### src/rtl/led_pattern_gen_pkg.sv
// Shared definitions for the LED pattern generator: mode encodings and PWM counter width.
// The optional PWM brightness stage is enabled by defining LED_PWM_EN.
package led_pattern_gen_pkg;

    typedef enum logic [1:0] {
        MODE_BLINK  = 2'd0,
        MODE_CHASE  = 2'd1,
        MODE_BOUNCE = 2'd2,
        MODE_COUNT  = 2'd3
    } mode_e;

    localparam int PWM_W = 4;

endpackage

### src/rtl/led_pattern_gen_tick_gen.sv
// Base-tick prescaler: counts 0..TICK_DIV-1 while enabled and flags the last count.
// A clear request overrides counting so a mode reload restarts the tick phase.
module tick_gen #(
    parameter int TICK_DIV = 50000
) (
    input  logic clk,
    input  logic rst_n,
    input  logic en,
    input  logic clr,
    output logic tick
);

    localparam int CW = (TICK_DIV > 1) ? $clog2(TICK_DIV) : 1;
    localparam logic [CW-1:0] LAST = CW'(TICK_DIV - 1);

    logic [CW-1:0] cnt_q;
    logic [CW-1:0] cnt_d;

    always_comb begin
        cnt_d = cnt_q;
        if (clr) begin
            cnt_d = '0;
        end else if (en) begin
            cnt_d = (cnt_q == LAST) ? '0 : cnt_q + CW'(1);
        end
    end

    assign tick = en && (cnt_q == LAST);

    always_ff @(posedge clk or negedge rst_n) begin
        if (!rst_n) begin
            cnt_q <= '0;
        end else begin
            cnt_q <= cnt_d;
        end
    end

endmodule

### src/rtl/led_pattern_gen.sv
// LED pattern generator: blink, chase, bounce and binary count patterns stepped every 2^speed ticks.
// Defining LED_PWM_EN adds a duty input and a 16-level PWM brightness mask on every LED.
module led_pattern_gen
    import led_pattern_gen_pkg::*;
#(
    parameter int CH       = 18,
    parameter int TICK_DIV = 50000,
    parameter int SPD_W    = 4
) (
    input  logic             clk,
    input  logic             rst_n,
    input  logic             en,
    input  logic [1:0]       mode,
    input  logic [SPD_W-1:0] speed,
`ifdef LED_PWM_EN
    input  logic [PWM_W-1:0] duty,
`endif
    output logic [CH-1:0]    led,
    output logic             step
);

    // Wide enough to hold 2^speed-1 for the largest speed value.
    localparam int SC_W = (1 << SPD_W) - 1;

    mode_e            mode_in;
    mode_e            mode_q,     mode_d;
    logic [CH-1:0]    pat_q,      pat_d;
    logic             dir_up_q,   dir_up_d;
    logic [SC_W-1:0]  step_cnt_q, step_cnt_d;
    logic             step_q,     step_d;
    logic [SC_W-1:0]  step_lim;
    logic             tick;
    logic             reload;

    assign mode_in  = mode_e'(mode);
    assign reload   = (mode_in != mode_q);
    // Wraps to all-ones at the top speed, which is exactly 2^speed-1 in SC_W bits.
    assign step_lim = (SC_W'(1) << speed) - SC_W'(1);

    tick_gen #(
        .TICK_DIV (TICK_DIV)
    ) u_tick_gen (
        .clk   (clk),
        .rst_n (rst_n),
        .en    (en),
        .clr   (reload),
        .tick  (tick)
    );

    always_comb begin
        mode_d     = mode_q;
        pat_d      = pat_q;
        dir_up_d   = dir_up_q;
        step_cnt_d = step_cnt_q;
        step_d     = 1'b0;
        if (reload) begin
            mode_d     = mode_in;
            step_cnt_d = '0;
            dir_up_d   = 1'b1;
            pat_d      = (mode_in == MODE_CHASE || mode_in == MODE_BOUNCE) ? CH'(1) : '0;
        end else if (tick) begin
            if (step_cnt_q >= step_lim) begin
                step_cnt_d = '0;
                step_d     = 1'b1;
                case (mode_q)
                    MODE_BLINK: pat_d = ~pat_q;
                    MODE_CHASE: pat_d = {pat_q[CH-2:0], pat_q[CH-1]};
                    MODE_BOUNCE: begin
                        // Direction flips on the step that lands on an end bit.
                        if (dir_up_q) begin
                            pat_d = pat_q << 1;
                            if (pat_d[CH-1]) dir_up_d = 1'b0;
                        end else begin
                            pat_d = pat_q >> 1;
                            if (pat_d[0]) dir_up_d = 1'b1;
                        end
                    end
                    MODE_COUNT: pat_d = pat_q + CH'(1);
                    default:    pat_d = pat_q;
                endcase
            end else begin
                step_cnt_d = step_cnt_q + SC_W'(1);
            end
        end
    end

    always_ff @(posedge clk or negedge rst_n) begin
        if (!rst_n) begin
            mode_q     <= MODE_BLINK;
            pat_q      <= '0;
            dir_up_q   <= 1'b1;
            step_cnt_q <= '0;
            step_q     <= 1'b0;
        end else begin
            mode_q     <= mode_d;
            pat_q      <= pat_d;
            dir_up_q   <= dir_up_d;
            step_cnt_q <= step_cnt_d;
            step_q     <= step_d;
        end
    end

    assign step = step_q;

`ifdef LED_PWM_EN
    logic [PWM_W-1:0] pwm_cnt_q;
    logic             pwm_on;

    always_ff @(posedge clk or negedge rst_n) begin
        if (!rst_n) begin
            pwm_cnt_q <= '0;
        end else if (en) begin
            pwm_cnt_q <= pwm_cnt_q + PWM_W'(1);
        end
    end

    assign pwm_on = (pwm_cnt_q < duty);

    for (genvar gi = 0; gi < CH; gi++) begin : g_pwm_mask
        assign led[gi] = pat_q[gi] & pwm_on;
    end
`else
    assign led = pat_q;
`endif

endmodule

### config.mk
export PLATFORM = sky130hd
export DESIGN_NAME = led_pattern_gen
export DESIGN_NICKNAME = d
export VERILOG_FILES = /design/src/rtl/led_pattern_gen_pkg.sv /design/src/rtl/led_pattern_gen_tick_gen.sv /design/src/rtl/led_pattern_gen.sv
export SDC_FILE = /design/constraint.sdc
export NUM_CORES = 1
export LEC_CHECK = 0
export BUFFER_PORTS_ARGS = -buffer_cell sky130_fd_sc_hd__buf_2
export CAP_MARGIN = 15
export CORE_UTILIZATION = 56
export DETAILED_ROUTE_END_ITERATION = 8
export PLACE_DENSITY = 0.78
export SLEW_MARGIN = 40
export SYNTH_ARGS = -nofsm -noshare
export SYNTH_HDL_FRONTEND = slang
export SYNTH_SLANG_ARGS = --single-unit
### constraint.sdc
create_clock -name clk -period 1.9 [get_ports clk]
set_input_delay 0.38 -clock clk [delete_from_list [all_inputs] [get_ports clk]]
set_output_delay 0.38 -clock clk [all_outputs]
set_load 0.01 [all_outputs]
[After elaboration in Yosys (flattened, before gate mapping)]
Index checks and enable logic that the tools add are counted.
Word-level totals
  register bits after elaboration: 53
  logic and storage cells: 51
Cells by class
  $add $sub $neg: 4
  order comparisons: 1
  equality and inequality tests: 7
  shift operators: 1
  mux-type cells: 22
  bitwise operators: 1
  reductions and logical operators: 9
Operators with widths (number)
  $mux W18: 4
  $pmux W18 S4: 1
  $mux W16: 3
  $mux W15: 3
  $add A18 B1 Y18 const B: 1
  $not A18 Y18: 1
  $add A16 B1 Y16 const B: 1
  $eq A16 B16 Y1 const B: 1
  $add A15 B1 Y15 const B: 1
  $ge A15 B15 Y1: 1
  $shl A1 B4 Y15 const A: 1
  $sub A15 B2 Y15 const B: 1
  $mux W1: 11
  $reduce_bool A2 Y1: 4
  $eq A2 B2 Y1 const B: 3
  $eq A2 B1 Y1 const B: 2
  $reduce_and A3 Y1: 1
  $logic_not A2 Y1: 1
  $ne A2 B2 Y1: 1
  $reduce_and A2 Y1: 1
  $logic_and A1 B1 Y1: 1
  $logic_or A1 B1 Y1: 1

[Depth between registers and ports, before layout]
Gate-level depths: netlist of run 1.
  depth after elaboration: 6
  mapped depth: 15
  depth with buffers taken out: 13

[By module]
Synthesis of run 1 repeated with hierarchy kept, for this count alone.
Second synthesis, totals
  cell total of the unflattened synthesis: 503
  area, all modules: 4275.4 um^2
By module, submodules not included
  led_pattern_gen: times used 1, cells each 408, area an instance 3284.4 um^2, seq. area each 927.1 um^2
  tick_gen: times used 1, cells each 95, area an instance 991.0 um^2, seq. area each 400.4 um^2

[Least setup slack after synthesis of run 1]
Ideal clock, no wire load.
  kind: input port to flip-flop
  start point: input port speed[1]
  end point: register step_cnt_q[2]
  arrival: 3.194 ns
  setup slack: -1.404 ns
  stages on the path: 14
  cell sequence: or2_2 > or3_1 > ha_1 > clkbuf_1 > nor3_1 > a21o_1 > a32oi_1 > ha_1 > a21oi_1 > o21ai_0 > a211oi_2 > and2_1 > nand2_1 > o41ai_1
Between the ends
  longest elaborated chain between the ends: 6
Ends and longest elaborated chain
  from (decl): line led_pattern_gen.sv:14  | input logic [SPD_W-1:0] speed,
  $shl A1 B4 Y15: line led_pattern_gen.sv:38  | assign step_lim = (SC_W'(1) << speed) - SC_W'(1);
  $sub A15 B2 Y15: line led_pattern_gen.sv:38
  $ge A15 B15 Y1: line led_pattern_gen.sv:62  | if (step_cnt_q >= step_lim) begin
  $mux W15: line led_pattern_gen.sv:62
  $mux W15: line led_pattern_gen.sv:61  | end else if (tick) begin
  $mux W15: line led_pattern_gen.sv:56  | if (reload) begin
  to (signal assigned): line led_pattern_gen.sv:98  | step_cnt_q <= step_cnt_d;
  to (decl): line led_pattern_gen.sv:29  | logic [SC_W-1:0] step_cnt_q, step_cnt_d;
No other way between the ends. The select of a mux whose other input is x is not followed.
A chain may end at the register's enable or synchronous reset.

[Final worst setup path of run 1]
  start point: input port speed[1]
  end point: register pat_q[16], in the netlist led[16]
Between the ends
  longest elaborated chain between the ends: 5
Ends and longest elaborated chain
  $shl A1 B4 Y15: line led_pattern_gen.sv:38
  $sub A15 B2 Y15: line led_pattern_gen.sv:38
  $ge A15 B15 Y1: line led_pattern_gen.sv:62
  $reduce_bool A2 Y1 (no line)
  $reduce_and A2 Y1 (no line)
  to (signal assigned): line led_pattern_gen.sv:96  | pat_q <= pat_d;
  to (decl): line led_pattern_gen.sv:27  | logic [CH-1:0] pat_q, pat_d;
No other way between the ends.

==> results.md, run 1 <==
* Syn_nets at 541
* Std-Cell Rows at 31
* Clock insertion delay at the later pin of the skew report at 0.31 ns
* DR vias/cell at 6.31
* Average cell area after synthesis at between 8 and 9 um2
* Layout overhead on the synthesized area at 27.8%
* Diode count at 0
* XOR/XNOR share of the synthesized area at under 10%
* Portion of netlist area occupied by mux cells at 3.55%
* Number of buffers inserted during clock tree synthesis at 5
* Minimum clock period at 3.20 ns
* Dominant combinational cell family by area after synthesis: simple AND/OR/NAND/NOR gates
* Final critical-path setup slack at -1.30 ns
* Most common cell after layout, fill and taps aside: buf_4
* Number of pins with negative max-slew slack in the final report at 0
* Startpoint of the most critical register-to-register path: step_cnt_q[9]$_DFFE_PN0P_
* Die Span Y at slightly below 90 um
* CP Launch Point: speed[1]
* Failing checks: setup timing
* Global placement routability congestion at 0.904
* Final hold slack at roughly 0.031 ns
* Top metal layer carrying routed signals: met4
* Ports at 28
* Tightest Pin Transition at 0.460 ns
* Arr. time, crit path at 3.42 ns
* Power Dens Cells at ~480 mW/mm2
* Yosys warning total at 0
* Number of iterations in the first detailed-routing pass at 5
* Result of the run: finished with violations
* Element type at the critical path start: primary input
* Starting utilization of the core area at approximately 58%
* Routed wire length on met2 at 6040 um
* Depth of the CTS H-tree at 2
* Crit share post-route at 168%
* Number of port buffers at 27
* Share of power burned in registers at 45.1%
* Total overflow reported by the global router at 0
* Async SR Flop Fraction at between 90% and 100%
* Routed wire per std cell at roughly 17 um
* Post-synthesis instance area at about 0.0042 mm2
* Distinct cells, synth at 66
* Total placed instance area at 0.00509 mm2
* Placed Cells incl. Taps at 688
* Unrepaired setup endpoints after global routing: yes
* Die area at 0.00791 mm2
* Nets at 632
* Maximum resistive drop on vdd at approximately 0.00037 V
* Number of antenna violations at the first check in global routing at 0
* All-Layer GR Usage at 31.0%
* Highest clock rate at approximately 0.31 GHz
* Sum of routed wire segments on met1 at 4990 um
* Dominant register cell in the synthesized netlist: dfrtp_1
* Synth Area in Simple Gates at between 20 and 30%
* Max-cap violations at 0
* EDFF count, synth at 0
* Final hold violation count at 0
* Sw Pwr at ~0.00078 W
* CTS clk-pin slew, worst paths at 0.10 ns
* Final cell count without fillers at 704
* Core Box Area at 0.00729 mm2
* PnR Total Power at 0.00261 W
* Clock sink count at 53
* Final setup viols at 35
* Register bit total from synthesis at 53
* Lkg Pwr at 2.40 nW
* Clock root buffer master: clkbuf_8
* DRT iter0 DRCs at 356
* Residual antenna-violating net count after detailed routing at 0
* Clock power frac at 31.7%
* Number of buffers added to fix hold violations after cts at 0
* DP Wirelength at slightly above 8000 um
* Element type at the critical path end: flip-flop
* Share of power burned in combinational logic at 23.2%
* Max Root-Sink Buffers at 2
* Share of synthesized cell area in full adder, half adder and majority cells at 5.61%
* CP max FO at 12
* Worst min-delay path class: primary input to asynchronous set/reset pin
* Layout Cell Area excl Fill at 0.00541 mm2
* Via count at 4440
* Switching share of power at between 20% and 30%
* Number of design rule violations left after detail routing at 0
* Int Pwr at 0.00183 W
* DP Worst Slack at -1.53 ns
* First-pass GRT wire length at 19000 um
* Fin Clk Skew at 0.00883 ns
* Number of instances in the synthesized netlist at between 500 and 600
* DIE WIDTH at approximately 89 um
* Maximum number of pins on one net before global-route repair at 54
* Leading cell types in the layout, fill and taps excluded: buf_4, nand2_1, dfrtp_1, a21oi_1, nor2_1
* Amount of wire on met3 after detailed routing at between 700 and 800 um
* Sum of routed wire length over all layers at 12300 um
* Sequential-to-total area share from yosys stat at 31.4%
* CTS tree: built
* Max-slew headroom at 69.0%
* Worst Setup Path Type: primary input to flip-flop
* Required time at the worst-slack endpoint at around 2.1 ns
* Share of post-route cells with drive strength above 1 at approximately a third
* Vias in the first global route at 4068
* Compound-Gate Fraction of Synth Area at 23.5%
[routing by layer]
layer  global-route usage (%)  vias to the layer above
met4                     14.4                        0
met3                     4.89                       50
met1                     39.0                     2111
met2                     52.4                      221
met5                        0                        -
li1                         -                     2058
[worst paths after layout]
path | slack (ns) | cells after the start | end
worst min register to register | 0.56 | 1 | u_tick_gen.cnt_q[14]$_DFFE_PN0P_
min in group clk | 0.22 | 1 | mode_q[1]$_DFFE_PN0N_
worst min-delay path | 0.03 | 2 | led[15]$_DFFE_PN0P_
worst max-delay path | -1.30 | 13 | led[16]$_DFFE_PN0P_
worst max register to register | -0.42 | 9 | led[16]$_DFFE_PN0P_
max in group asynchronous | 1.58 | 2 | dir_up_q$_DFFE_PN1P_
[layout make-up]
type                    count  area [um2]
fillers                   519        1880
clock inverters             2        37.5
clock buffers               6        82.6
flip-flops and latches     53        1330
repair buffers            123         940
well taps                  99         124
multi-input cells         404        2840
inverters                  17        63.8
[cells in the mapped netlist (all sizes together) (15+ instances only)]
master	n	area (um2)
inv	17	63.8
nor2	44	165
nand2	55	206
nand3	23	125
a211oi	17	163
ha	19	238
nor3	15	85.1
buf	18	100
dfrtp	52	1300
a21oi	48	263
clkbuf	21	78.8
o21ai	36	180
xor2	18	158
nand4	19	134
[registers in the layout, summed over array words and instances, names as in the netlist]
name              flops
step_cnt_q           15
led                  18
mode_q                2
u_tick_gen.cnt_q     16
dir_up_q              1
step                  1
[worst max-delay path: stages]
cell	delay, ns
buf_6	0.09
or2_4	0.24
or3_4	0.39
ha_4	0.20
o31a_1	0.34
ha_4	0.27
nand4_1	0.25
nor4_4	0.43
a211oi_4	0.12
a21oi_4	0.19
buf_12	0.15
nor2_1	0.05
o41ai_2	0.30
[through the flow]
step | TNS [ns] | utilization (%)
3_5_place_dp | -51.13 | 69.7
2_1_floorplan | -41.87 | -
5_1_grt | -44.75 | 74.2
3_3_place_gp | -46.36 | 69.7
4_1_cts | -36.69 | 73.3
6_report | -41.91 | 74.2
[cell families after synthesis]
logic type	count (synthesis)
flip-flops	53
XOR/XNOR	25
AO/OA/AOI/OAI	148
adder cells (fa/ha/maj)	19
multiplexers	12
buffers and inverters	56
AND/OR/NAND/NOR	200
[power groups by stage]
stage | registers, W | logic (W) | clock network, W
after global routing | 0.00118 | 0.000660 | 0.000876
after floorplan | 0.00120 | 0.000320 | 0
after global placement | 0.00119 | 0.000528 | 0
after CTS | 0.00117 | 0.000581 | 0.000832
after detailed placement | 0.00120 | 0.000545 | 0
final | 0.00117 | 0.000605 | 0.000825
[what timing repair did]
action                     in CTS  in global routing
buffers inserted                5                  3
setup endpoints to repair      35                 37
gates resized for setup        27                 10
pin swaps                       8                 12
No activity file was read; power rests on OpenSTA's default activity.
==> inputs of run 2 (changes only) <==
ABC_AREA = 1   (was not set)
PLACE_DENSITY = 0.77   (was 0.78)
SLEW_MARGIN = not set   (was 40)
==> results.md, run 2 <==
* Distinct cells, synth at 36
* Minimum clock period at 2.31 ns
* Max Root-Sink Buffers at 2
* Max-cap violations at 0
* Share of synthesized cell area in full adder, half adder and majority cells at roughly 5.4%
* Flip-flop count of the largest register after layout at 18
* Ports at 28
* Core Box Area at 0.00741 mm2
* DRT iter0 DRCs at 480
* Number of iterations in the first detailed-routing pass at 6
* DP Wirelength at 8940 um
* Failing checks: setup timing
* Depth of the worst register-to-register path at 11
* PnR Total Power at 0.00288 W
* Element type at the critical path end: flip-flop
* CTS tree: built
* Diode count at 0
* Clock power frac at 31.8%
* CTS clk-pin slew, worst paths at 0.10 ns
* Layout overhead on the synthesized area at 25.7%
* Portion of netlist area occupied by mux cells at 0%
* Depth of the CTS H-tree at 2
* Final cell count without fillers at 866
* Sum of routed wire length over all layers at 12500 um
* Number of antenna violations at the first check in global routing at 0
* Maximum resistive drop on vdd at about 0.00032 V
* Share of post-route cells with drive strength above 1 at 21.9%
* Std-Cell Rows at 31
* Fin Clk Skew at just over 0.01 ns
* Final hold violation count at 0
* Die Span Y at 90.3 um
* Switching share of power at 31.6%
* Async SR Flop Fraction at between 90% and 100%
* Number of buffers inserted during clock tree synthesis at 5
* Layout Cell Area excl Fill at 0.00549 mm2
* Synth Area in Simple Gates at a little under two fifths
* Placed Cells incl. Taps at 850
* Number of instances in the synthesized netlist at approximately 690
* DIE WIDTH at 90.3 um
* # fillers at 577
* Int Pwr at between 0.0015 and 0.002 W
* Average cell area after synthesis at between 6 and 7 um2
* First-pass GRT wire length at ~21000 um
* Most repeated cell in the gate-level netlist after synthesis: nand2_1
* Global placement routability congestion at 0.904
* All-Layer GR Usage at 31.4%
* Starting utilization of the core area at 58.9%
* Most common cell after layout, fill and taps aside: nand2_1
* Top cells by instance count after synthesis: nand2_1, inv_1, nand3_1, nor2_1, dfrtp_1
* CP max FO at 8
* Compound-Gate Fraction of Synth Area at 13.5%
* Number of port buffers at 27
* Largest cells by area after synthesis: dfrtp_1, nand2_1, nand3_1, inv_1, nor2_1
* Lkg Pwr at approximately 2.6 nW
* Result of the run: finished with violations
* Worst Setup Path Type: primary input to flip-flop
* Dominant register cell in the synthesized netlist: dfrtp_1
* Final critical-path setup slack at -0.407 ns
* Post-synthesis instance area at 0.00437 mm2
* Unrepaired setup endpoints after global routing: yes
* Total overflow reported by the global router at 0
* Arr. time, crit path at 2.55 ns
* Number of pins with negative max-slew slack in the final report at 0
* Element type at the critical path start: primary input
* Nets at slightly below 800
* Sequential-to-total area share from yosys stat at 30.4%
* Routed wire per std cell at 14.4 um
* Leading cell types in the layout, fill and taps excluded: nand2_1, inv_1, nand3_1, buf_4
* Yosys warning total at 0
* Via count at slightly below 5000
* Setup TNS at -13.05 ns
* Power Dens Cells at 526 mW/mm2
* Vias in the first global route at 4536
* Share of power burned in combinational logic at 26.2%
* Sw Pwr at 0.000911 W
* Final setup viols at 35
* Clock root buffer master: clkbuf_8
* Yosys top cell area share at 29.8%
* Crit share post-route at 121%
* Share of power burned in registers at 41.9%
* Clock sink count at 53
* Die area at 0.00815 mm2
* Clock insertion delay at the later pin of the skew report at 0.31 ns
* Register bit total from synthesis at 53
* Required time at the worst-slack endpoint at around 2.2 ns
* Syn_nets at 720
* Maximum number of pins on one net before global-route repair at 35
* Max-slew headroom at about three fifths
* Number of design rule violations left after detail routing at 0
* Library cell occupying the most area in the post-synthesis netlist: dfrtp_1
* Number of buffers added to fix hold violations after cts at 0
* EDFF count, synth at 0
* Worst min-delay path class: primary input to asynchronous set/reset pin
* Dominant combinational cell family by area after synthesis: simple AND/OR/NAND/NOR gates
* DR vias/cell at 5.66
* Highest clock rate at 0.434 GHz
* Tightest Pin Transition at 0.581 ns
* Total placed instance area at 0.00502 mm2
* XOR/XNOR share of the synthesized area at 2.41%
* Final hold slack at 0.0572 ns
* Residual antenna-violating net count after detailed routing at 0
==> run 2: changes by cell type after synthesis, moves of 13 or more <==
cell     before  now
inv_1        17   83
xor2_1       18    5
nand3_1      21   71
nor2_1       44   70
nand2_1      55  208
==> run 2: path summary, 6_finish.rpt <==
check                                             endpoint  slack [ns]                        from
min in group clk                     mode_q[0]$_DFFE_PN0N_        0.22                     mode[0]
worst min register to register   step_cnt_q[0]$_DFFE_PN0P_        0.54   step_cnt_q[0]$_DFFE_PN0P_
worst max register to register  step_cnt_q[10]$_DFFE_PN0P_       -0.08  step_cnt_q[12]$_DFFE_PN0P_
worst min-delay path                   led[15]$_DFFE_PN0P_        0.06                       rst_n
worst max-delay path                   led[11]$_DFFE_PN0P_       -0.41                    speed[3]
max in group asynchronous             dir_up_q$_DFFE_PN1P_        1.20                       rst_n
==> run 2: worst max-delay path: stages <==
cell and delay (ns):
buf_8 0.10, nor2_4 0.15, nand3_2 0.10, ha_4 0.19, nand2_1 0.08, xnor2_1 0.12
ha_1 0.28, nand2_1 0.09, inv_1 0.04, a21oi_1 0.16, nand2_1 0.11, nand2_2 0.12
nand4_4 0.18, nand2_8 0.16, buf_8 0.15, nand2_2 0.05, nand2_1 0.07
==> run 2: area by class of cell <==
class                           instances  area, um2  area share, %
Timing Repair Buffer                   94        734           13.4
Tap cell                               99        124           2.26
Clock inverter                          3       65.1           1.19
Sequential cell                        53       1330           24.2
Multi-Input combinational cell        525       2820           51.4
Clock buffer                            5       68.8           1.25
Timing Repair inverter                  1       7.51          0.137
Inverter                               86        340           6.20
==> run 2: logic make-up (layout without fill, tap and decap cells) <==
kind of cell               count (synthesis)  count (layout)
adders and majority gates                 19              19
xor gates and xnor gates                  12              12
buffers and inverters                    114             189
and+or+nand+nor                          387             387
DFF                                       53              53
AOI/OAI and AO/OA                        107             107
==> run 2: routing by layer <==
layer  vias up  GRT usage [%]  wire length [um]
met2       202           51.8              5880
met4         0           9.14               286
li1       2390              -                 -
met5         -              0                 0
met3        32           3.28               780
met1      2277           43.8              5550
==> run 2: what timing repair did <==
item / in CTS / in global routing
endpoints found under the setup margin: 35 / 36
pin swaps: 11 / 12
resized for setup: 47 / 34
gates cloned: 2 / 0
setup buffers: 6 / 1
==> run 2: metrics by stage <==
stage / util, % / setup slack (ns)
floorplan: - / -0.569
global placement: 67.8 / -0.620
detailed placement: 67.8 / -0.748
CTS: 72.4 / -0.363
global route: 74.1 / -0.562
finish: 74.1 / -0.407
==> run 2: power by group through the flow <==
stage	clock network (W)	logic [W]	registers, W
2_1_floorplan	0	0.000402	0.00122
3_3_place_gp	0	0.000630	0.00123
3_5_place_dp	0	0.000643	0.00123
4_1_cts	0.000928	0.000707	0.00121
5_1_grt	0.000973	0.000824	0.00122
6_report	0.000918	0.000757	0.00121
